<file path="config.mk">
export PLATFORM = sky130hd
export DESIGN_NAME = cdc_toggle_sender
export DESIGN_NICKNAME = d
export VERILOG_FILES = /design/src/rtl/cdc_pkg.sv /design/src/rtl/cdc_sync.sv /design/src/rtl/cdc_toggle_sender.sv
export SDC_FILE = /design/constraint.sdc
export NUM_CORES = 1
export LEC_CHECK = 0
export ABC_AREA = 1
export CORE_MARGIN = 1
export CORE_UTILIZATION = 40
export CTS_CLUSTER_SIZE = 10
export DETAILED_ROUTE_END_ITERATION = 8
export GPL_TIMING_DRIVEN = 0
export SLEW_MARGIN = 10
export SYNTH_ARGS = -nofsm -noshare
export SYNTH_HDL_FRONTEND = slang
export SYNTH_SLANG_ARGS = --single-unit
export TNS_END_PERCENT = 20
</file>
<file path="constraint.sdc">
create_clock -name clk -period 1.7 [get_ports clk]
set_clock_uncertainty 0.05 [all_clocks]
set_input_delay 0.34 -clock clk [delete_from_list [all_inputs] [get_ports clk]]
set_output_delay 0.34 -clock clk [all_outputs]
set_load 0.01 [all_outputs]
</file>
<file path="src/rtl/cdc_pkg.sv">
// Shared definitions for the toggle-handshake CDC sender: the controller
// state encoding and a helper that sizes counters from a cycle count.
package cdc_pkg;

    typedef enum logic [1:0] {
        IDLE     = 2'd0,
        SETUP    = 2'd1,
        WAIT_ACK = 2'd2
    } state_t;

    // Bits needed to hold values 0..cycles; never less than one bit so a
    // zero count still yields a legal vector.
    function automatic int cnt_width(input int cycles);
        int w;
        w = $clog2(cycles + 1);
        return (w < 1) ? 1 : w;
    endfunction

endpackage

</file>
<file path="src/rtl/cdc_sync.sv">
// Standard two-flop synchroniser. The d input is asynchronous to clk and is
// the target of a false-path constraint in the timing setup; q is the only
// copy of it that downstream logic may look at.
module cdc_sync #(
    parameter int               WIDTH     = 1,
    parameter logic [WIDTH-1:0] RESET_VAL = '0
) (
    input  logic             clk,
    input  logic             rst_n,
    input  logic [WIDTH-1:0] d,
    output logic [WIDTH-1:0] q
);

    logic [WIDTH-1:0] meta;

    // First flop may go metastable; the second gives it a full cycle to settle.
    always_ff @(posedge clk or negedge rst_n) begin
        if (!rst_n) begin
            meta <= RESET_VAL;
            q    <= RESET_VAL;
        end else begin
            meta <= d;
            q    <= meta;
        end
    end

endmodule

</file>
<file path="src/rtl/cdc_toggle_sender.sv">
// Sending side of a two-phase (toggle) request/acknowledge CDC handshake.
// A word is captured into data_out, held stable for SETUP_CYCLES, then req
// toggles. The far domain samples data_out and echoes req on ack_async; once
// the synchronised ack matches req the word is complete and done pulses.
// Timeouts and acks that arrive when none is expected raise a sticky err.
module cdc_toggle_sender
    import cdc_pkg::*;
#(
    parameter int WIDTH          = 8,
    parameter int SETUP_CYCLES   = 2,
    parameter int TIMEOUT_CYCLES = 1024
) (
    input  logic             clk,
    input  logic             rst_n,
    input  logic             in_valid,
    input  logic [WIDTH-1:0] in_data,
    output logic             in_ready,
    output logic [WIDTH-1:0] data_out,
    output logic             req,
    input  logic             ack_async,
    output logic             done,
    output logic             err,
    input  logic             err_clear
);

    localparam int TO_W = cnt_width(TIMEOUT_CYCLES);
    localparam int SU_W = cnt_width(SETUP_CYCLES);

    // Saturation value of the timeout counter and the value just below it,
    // at which the next WAIT_ACK cycle reaches the limit.
    localparam logic [TO_W-1:0] TO_LAST = TO_W'(TIMEOUT_CYCLES);
    localparam logic [TO_W-1:0] TO_PRE  = TO_W'(TIMEOUT_CYCLES - 1);

    // SETUP counts down from SETUP_CYCLES-1 so req toggles exactly
    // SETUP_CYCLES edges after the accept edge.
    localparam logic [SU_W-1:0] SU_LOAD = SU_W'((SETUP_CYCLES > 0) ? SETUP_CYCLES - 1 : 0);

    state_t          state;
    logic            ack_s;
    logic [SU_W-1:0] setup_cnt;
    logic [TO_W-1:0] to_cnt;
    logic            spurious;
    logic            timeout_hit;

    cdc_sync #(
        .WIDTH     (1),
        .RESET_VAL (1'b0)
    ) u_ack_sync (
        .clk   (clk),
        .rst_n (rst_n),
        .d     (ack_async),
        .q     (ack_s)
    );

    assign in_ready = (state == IDLE);

    // Handshake controller: capture, setup hold, toggle req, wait for the echo.
    always_ff @(posedge clk or negedge rst_n) begin
        if (!rst_n) begin
            state     <= IDLE;
            data_out  <= '0;
            req       <= 1'b0;
            done      <= 1'b0;
            setup_cnt <= '0;
            to_cnt    <= '0;
        end else begin
            done <= 1'b0;
            unique case (state)
                IDLE: begin
                    if (in_valid) begin
                        data_out <= in_data;
                        if (SETUP_CYCLES == 0) begin
                            req    <= ~req;
                            to_cnt <= '0;
                            state  <= WAIT_ACK;
                        end else begin
                            setup_cnt <= SU_LOAD;
                            state     <= SETUP;
                        end
                    end
                end
                SETUP: begin
                    if (setup_cnt == '0) begin
                        req    <= ~req;
                        to_cnt <= '0;
                        state  <= WAIT_ACK;
                    end else begin
                        setup_cnt <= setup_cnt - 1'b1;
                    end
                end
                WAIT_ACK: begin
                    if (ack_s == req) begin
                        done  <= 1'b1;
                        state <= IDLE;
                    end else if ((TIMEOUT_CYCLES != 0) && (to_cnt != TO_LAST)) begin
                        to_cnt <= to_cnt + 1'b1;
                    end
                end
                default: begin
                    state <= IDLE;
                end
            endcase
        end
    end

    // Error sources: an ack edge when no request is outstanding, or the wait
    // counter stepping onto the timeout limit (only once, as it then saturates).
    always_comb begin
        spurious    = (state != WAIT_ACK) && (ack_s != req);
        timeout_hit = (TIMEOUT_CYCLES != 0) && (state == WAIT_ACK) &&
                      (ack_s != req) && (to_cnt == TO_PRE);
    end

    // Sticky error flag; a clear request wins over a same-cycle new error.
    always_ff @(posedge clk or negedge rst_n) begin
        if (!rst_n) begin
            err <= 1'b0;
        end else if (err_clear) begin
            err <= 1'b0;
        end else if (spurious || timeout_hit) begin
            err <= 1'b1;
        end
    end

endmodule

</file>
; ---- After elaboration in Yosys (flattened, before gate mapping)
; Cells that the tools add are included.
[op_classes]
n_addsub = 2
mux = 14
eq_ne = 13
bitwise = 1
reduce_logical = 14
[ops]
columns = operator, count
row1 = 11-bit 2-to-1 mux, 3
row2 = 11-bit case mux with 2 select lines, 1
row3 = "2-bit != test, second input constant", 7
row4 = "11-bit by 1-bit adder with 11-bit output, second input constant", 1
row5 = "11-bit by 10-bit == test with 1-bit output, second input constant", 1
row6 = "11-bit != test, second input constant", 1
row7 = 2-bit 2-to-1 mux, 4
row8 = 2-bit case mux with 3 select lines, 1
row9 = 3-bit AND reduction, 2
row10 = 2-bit nonzero test, 3
row11 = 2-bit zero test, 2
row12 = 1-bit 2-to-1 mux, 4
row13 = 2-bit case mux with 2 select lines, 1
row14 = 2-bit AND reduction, 2
row15 = 4-bit AND reduction, 1
row16 = 1-bit logical AND, 3
row17 = "2-bit by 1-bit == test with 1-bit output, second input constant", 1
row18 = "2-bit == test, second input constant", 1
row19 = "2-bit by 1-bit subtractor with 2-bit output, second input constant", 1
row20 = 1-bit == test, 1
row21 = 1-bit logical OR, 1
row22 = 1-bit != test, 1
row23 = 1-bit NOT, 1
[word_totals]
reg_bits = 28
word_cells = 53
input_bits = 13
out_inout_bits = 12

; ---- Depth between registers and ports, before layout
; Gate-level depths: netlist of run 1.
[depth]
depth_word = 6
ltp_mapped = 11
ltp_nobuf = 10

; ---- By module
; From an unflattened synthesis of run 1, not the netlist that was laid out.
[unflattened]
hier_cells = 172
area_unflattened_um2 = 1497.7
[by_module_without_submodules]
columns = mod, area_each_um2, seq_area_each_um2, instances, cells_per_inst
row1 = cdc_toggle_sender, 1447.6, 650.6, 1, 170
row2 = cdc_sync, 50.0, 50.0, 1, 2

; ---- Least setup slack after synthesis of run 1
; Ideal clock, no wire load.
[synth_path]
kind = reg-to-reg
startpoint = register to_cnt[0]
endpoint = register to_cnt[7]
setup_ps = 116
path_stages_with_launch = 12
period_less_slack_ps = 1428
setup_slack_ps = 272
arrival_ps = 1261
t_required_ps = 1534
path_buffers = 1
path_cell_list = dfrtp_1 > inv_1 > ha_1 > nand2_1 > inv_1 > nand2_1 > o21bai_4 > nand2_4 > nand2_4 > buf_12 > nand2_2 > nand2_1
[synth_between]
elab_chain_len = 4
elab_cells_between_ends = 7
cone_classes = 1 x add/sub / 2 x eq/ne / 3 x mux / 1 x reduce/logical
[synth_rtl]
columns = item, line
row1 = start: declaration, cdc_toggle_sender.sv:41  ; logic [TO_W-1:0] to_cnt;
row2 = start signal: assignment, cdc_toggle_sender.sv:96  ; to_cnt <= to_cnt + 1'b1;
row3 = 11-bit by 1-bit adder with 11-bit output, cdc_toggle_sender.sv:96
row4 = 11-bit 2-to-1 mux, cdc_toggle_sender.sv:95  ; end else if ((TIMEOUT_CYCLES != 0) && (to_cnt != TO_LAST)) begin
row5 = 11-bit 2-to-1 mux, cdc_toggle_sender.sv:92  ; if (ack_s == req) begin
row6 = 11-bit case mux with 2 select lines, cdc_toggle_sender.sv:68  ; unique case (state)
; Parallel ways exist; a longest one is shown, timed or not. The select of a mux whose other input is x is not followed.
; A chain may end at the register's enable or synchronous reset.

; ---- Worst setup path in the final report of run 1
[layout_path]
startpoint = register req
endpoint = output port req
[layout_rtl]
columns = item, line
row1 = start: declaration, cdc_toggle_sender.sv:19  ; output logic req,
row2 = start signal: assignment, cdc_toggle_sender.sv:73  ; req <= ~req;
row3 = start signal: assignment, cdc_toggle_sender.sv:84  ; req <= ~req;
; No word-level cell between the ends.

==> qor.yml, run 1 <==
wl_per_cell_um: 12.0
place.gp.congestion: 0.860
tightest_slew_ps: 613
numCtsBuffers: 3
grt_pass1_wl_um: 5320
startpoint: "req"
nNetsFinal: 218
syn_nets: 188
pwr-share-seq_pct: 35.0
relSlewSlack_pct: 59.1
whs_ps: 8.09
yosysTopAreaCell: "dfrtp_1"
drt_wl_total_um: 2970
synthesis.instances: 172
path_clk_slew_ps: 100
crit_arrival_ps: 1240
grt_antenna_before_repair: 0
min_path_type: "in -> async"
startpoint_type: "flop"
h-tree-depth: 1
wl_met2_um: 1400
grt_start_max_net_pins: 29
n_fill_cell: 349
met1_length_um: 1400
power_density_nw_per_um2: 1470
synthTopCellsByArea: "dfrtp_1 (47%), nand2_1 (10%), mux2_2 (6.0%), nor2_1 (5.5%), nand2_2 (5.0%)"
finalSetupViolCount: 0
cpMaxStageDelayCell: "clkdlybuf4s50_1"
final_cell_mix: "nand2_1 (40), dfrtp_1 (27), clkdlybuf4s50_1 (22), nor2_1 (20), inv_1 (18)"
num_antenna_cells: 0
pwr-share-clk_pct: 19.2
dp_hpwl_um: 2160
crit_cells: 1
drtIter0Drc: 47
critPathRequiredTime_ps: 1310
ctsHoldBuffers: 0
hold_violations: 0
ff2ff_setup_slack_ps: 70
crit_chain: "clkdlybuf4s50_1"
fin_crit_sh_pct: 96.0
r2r-end: "to_cnt[0]"
mostFrequentLayoutCell: "nand2_1"
track_usage_pct: 16.8
crit_end: "req"
grt_overflow: 0
cts_tree: "yes"
yosysUniqueCellTypes: 27
vias: 1176
clk_latency_ps: 280
viasPerCell: 4.76
clock_sinks: 28
slew_viol_final: 0
ant_nets: 0
rsz0062_at_grt: "true"
yosysWarningCount: 0
num_rows: 21
power.internal_w: 0.00176
ff_latch_area_um2: 702
p_leak_nw: 0.878
wl_met3_um: 132
finalCriticalPeriod_ps: 1630
ir_drop_mv: 0.886
die_w_um: 63.2
ioPinCount: 25
die_area_um2: 3990
switching_power_w: 0.000989
highest_layer: "met4"
drive_above_1_share_pct: 20.9
combPwrFrac_pct: 45.9
cap_viol_max_count: 0
syn_avg_cell_area_um2: 8.71
yosysSeqAreaShare_pct: 46.8
critPathCaptureType: "primary output"
cts.path.max_buffers: 2
path_max_fanout: 3
drt-pass1-iter-count: 4
ys_seq_elements: 28
syn_to_final_growth_pct: 25.1
coreArea_um2: 3470
cp_top_family: "buffers and inverters"
cts_root_buf: "clkbuf_8"
finalSetupTns_ps: 0
grt_pass1_vias: 1222
reg2reg_depth: 8
dieHeight_um: 63.2
synth.top_cell.area_share_pct: 46.8
netlist_area_um2: 1500
drc: 0
critPathMaxStageDelay_ps: 560
critPathBufInv: 1
multiInputGateArea_um2: 694
fmax_ghz: 0.612
outcome: "finished, final reports clean"
timing.rr.start: "state[0]"
portBuffers: 24
worstSetupPathType: "reg -> out"
initial_core_util_pct: 43.2
p_sw_share_pct: 35.9
==> worst min path at each step <==
stage | slack, ps | to | start | cells past startpoint
finish | 8 | to_cnt[3] | rst_n | 1
global route | 80 | to_cnt[5] | rst_n | 1
CTS | 40 | to_cnt[3] | rst_n | 1
detailed placement | 290 | u_ack_sync.q | u_ack_sync.meta | 0
floorplan | -6 | data_out[0] | rst_n | 0
global placement | 280 | u_ack_sync.q | u_ack_sync.meta | 0
==> power by group through the flow <==
stage | clock network [W] | logic [W] | registers [W]
5_1_grt | 0.000572 | 0.00138 | 0.000985
2_1_floorplan | 0 | 0.000731 | 0.00102
4_1_cts | 0.000548 | 0.00126 | 0.000967
3_3_place_gp | 0 | 0.00124 | 0.000963
6_report | 0.000528 | 0.00126 | 0.000963
3_5_place_dp | 0 | 0.00126 | 0.000974
==> logic make-up after synthesis <==
kind of cell | synth area share (%)
AOI/OAI and AO/OA | 7.19
buffers and inverters | 7.18
DFF | 46.8
and+or+nand+nor | 28.7
xor gates and xnor gates | 1.67
muxes | 6.02
adders and majority gates | 2.51
==> Yosys cell counts, drive strengths merged <==
library cell   n
dfrtp         28
nand4          1
o21a           1
nor3           2
a21oi          6
xnor2          1
nor2          24
nand2         54
a31oi          1
inv           22
mux2           8
xor2           1
o21bai         1
ha             3
buf            1
nand3         10
o21ai          6
nor3b          1
nand3b         1
==> metal layers <==
layer,vias to the layer above,global-route usage [%]
met5,-,0
met4,0,3.98
met3,5,3.99
met2,28,28.6
met1,551,21.5
li1,592,-
==> repair_timing <==
| action | 4_1_cts | 5_1_grt |
|---|---|---|
| setup buffers | 0 | 1 |
| resized for setup | 3 | 1 |
| pin swaps | 0 | 0 |
| endpoints found under the setup margin | 1 | 10 |
==> registers in the layout, indices dropped and copies added (netlist names) <==
register,flops
data_out,8
to_cnt,11
setup_cnt,2
u_ack_sync.meta,1
u_ack_sync.q,1
req,1
done,1
state,2
err,1
==> per-stage QoR <==
stage                     instance area (um2)  setup WS [ps]  cells  util (%)  total power [W]
after floorplan                          1500            272    172         -          0.00175
after global placement                   1800           -218    242      51.8          0.00220
after detailed placement                 1790           83.6    242      51.6          0.00223
after CTS                                1860           22.2    246      53.8          0.00277
after global routing                     1870          -12.0    247      54.0          0.00294
final                                    1870           67.3    247      54.0          0.00275
==> final cells by class <==
type / instances / share of cell area, %
Buffer: 1 / 1.07
Tap cell: 46 / 3.07
Clock buffer: 3 / 2.20
Sequential cell: 28 / 37.4
Clock inverter: 1 / 1.60
Timing Repair Buffer: 25 / 12.9
Multi-Input combinational cell: 121 / 37.0
Inverter: 22 / 4.67
(Power assumes the default switching activity.)
==> run 2, diff against run 1 <==
==> constraint.sdc (replaced) <==
create_clock -name clk -period 2.1 [get_ports clk]
set_clock_uncertainty 0.05 [all_clocks]
set_input_delay 0.42 -clock clk [delete_from_list [all_inputs] [get_ports clk]]
set_output_delay 0.42 -clock clk [all_outputs]
set_load 0.01 [all_outputs]
==> run 2 against run 1 <==
Clock-buffer cell count unchanged. Largest power group unchanged. Sequential cell count unchanged. Wire length decreased by 1.3%. Non-clock buffer count decreased by 1. Critical endpoint is now in_ready. Via count decreased by 0.77%. Setup slack improved by 100 ps. Sequential share of layout area increased by 0.18 points.
==> qor.yml, run 2 (synthesis gave the netlist of run 1 again) <==
largest_reg_flops: 11
cts_tree: "yes"
dp_hpwl_um: 2160
grt_overflow: 0
ctsHoldBuffers: 0
initial_core_util_pct: 43.2
startpoint: "state[0]"
ioPinCount: 25
grt_antenna_before_repair: 0
crit_end: "in_ready"
relSlewSlack_pct: 59.1
place.gp.congestion: 0.860
portBuffers: 24
grt_pass1_wl_um: 5290
grt_pass1_vias: 1214
grt_use_met2_pct: 28.4
numCtsBuffers: 3
crit_chain: "nor2_1, clkdlybuf4s50_1"
nNetsFinal: 217
h-tree-depth: 1
slew_viol_final: 0
clock_sinks: 28
post_cts_buffers: 0
cp_top_family: "buffers and inverters"
cts.path.max_buffers: 2
critPathBufInv: 1
path_clk_slew_ps: 100
mostFrequentLayoutCell: "nand2_1"
crit_cells: 2
worstSetupPathType: "reg -> out"
drive_above_1_share_pct: 19.0
dieHeight_um: 63.2
fmax_ghz: 0.519
fin_crit_sh_pct: 91.8
finalSetupTns_ps: 0
reg_top3: "to_cnt: 11 flops, data_out: 8 flops"
path_max_fanout: 4
top_register: "to_cnt"
coreArea_um2: 3470
critPathMaxStageDelay_ps: 560
ff2ff_setup_slack_ps: 480
total_power_w: 0.00221
wl_per_cell_um: 11.9
drtIter0Drc: 61
hold_violations: 0
outcome: "finished, final reports clean"
whs_ps: 88.2
r2r-end: "to_cnt[0]"
cpMaxStageDelayCell: "clkdlybuf4s50_1"
critPathCaptureType: "primary output"
top_usage_layer: "met2"
finalCriticalPeriod_ps: 1930
die_area_um2: 3990
p_leak_nw: 0.873
cts_root_buf: "clkbuf_8"
drt_wl_total_um: 2930
ir_drop_mv: 0.741
use_met3_pct: 3.99
vias: 1167
ant_nets: 0
startpoint_type: "flop"
grt_start_max_net_pins: 29
viasPerCell: 4.74
num_rows: 21
reg2reg_depth: 8
crit_arrival_ps: 1460
tightest_slew_ps: 614
finalSetupViolCount: 0
fin_util_pct: 53.7
syn_to_final_growth_pct: 24.3
drt-pass1-iter-count: 4
fin_area_um2: 1860
timing.rr.start: "state[0]"
die_w_um: 63.2
placed_cell_area_um2: 1790
met1_usage_pct: 21.5
cap_viol_max_count: 0
min_path_type: "in -> async"
power_density_nw_per_um2: 1190
rsz0062_at_grt: "false"
clk_latency_ps: 280
track_usage_pct: 16.8
num_antenna_cells: 0
cts_resized: 0
final_cell_mix: "nand2_1 (40), dfrtp_1 (28), clkdlybuf4s50_1 (23), nor2_1 (22), inv_1 (18)"
drc: 0
critPathRequiredTime_ps: 1630
## run 2: cell count changes in the layout (fill, tap and decap cells not counted), sizes merged
cell           delta
clkdlybuf4s50     +1
dlygate4sd2       -1
buf               -1
## run 2: per-layer routing
layer | vias up | routed length (um)
li1 | 590 | -
met1 | 543 | 1380
met2 | 29 | 1380
met3 | 5 | 131
met4 | 0 | 37
met5 | - | 0
## run 2: cell type report
cell class | count | area (um2)
clock inverters | 1 | 30.0
clock buffers | 3 | 41.3
flip-flops and latches | 28 | 701
multi-input cells | 121 | 689
plain buffers | 1 | 20.0
fillers | 345 | 1610
repair buffers | 24 | 235
inverters | 22 | 87.6
well taps | 46 | 57.6
## run 2: where the power goes
part | leakage, nW | switching (W) | internal, W
sequential | 0.358 | 0.0000965 | 0.000680
clock | 0.0357 | 0.000172 | 0.000255
combinational | 0.479 | 0.000525 | 0.000486
## run 2: metrics by stage
step	setup WS (ps)	cells
2_1_floorplan	672	172
3_3_place_gp	102	242
3_5_place_dp	474	242
4_1_cts	143	246
5_1_grt	80.5	246
6_report	172	246
## run 2: worst min-delay path by stage
| stage | start | to | slack (ps) | depth (start not counted) |
|---|---|---|---|---|
| finish | rst_n | to_cnt[3] | 90 | 1 |
| global route | rst_n | to_cnt[5] | 160 | 1 |
| CTS | rst_n | to_cnt[3] | 120 | 1 |
| detailed placement | u_ack_sync.meta | u_ack_sync.q | 290 | 0 |
| global placement | u_ack_sync.meta | u_ack_sync.q | 280 | 0 |
| floorplan | rst_n | data_out[0] | 70 | 0 |
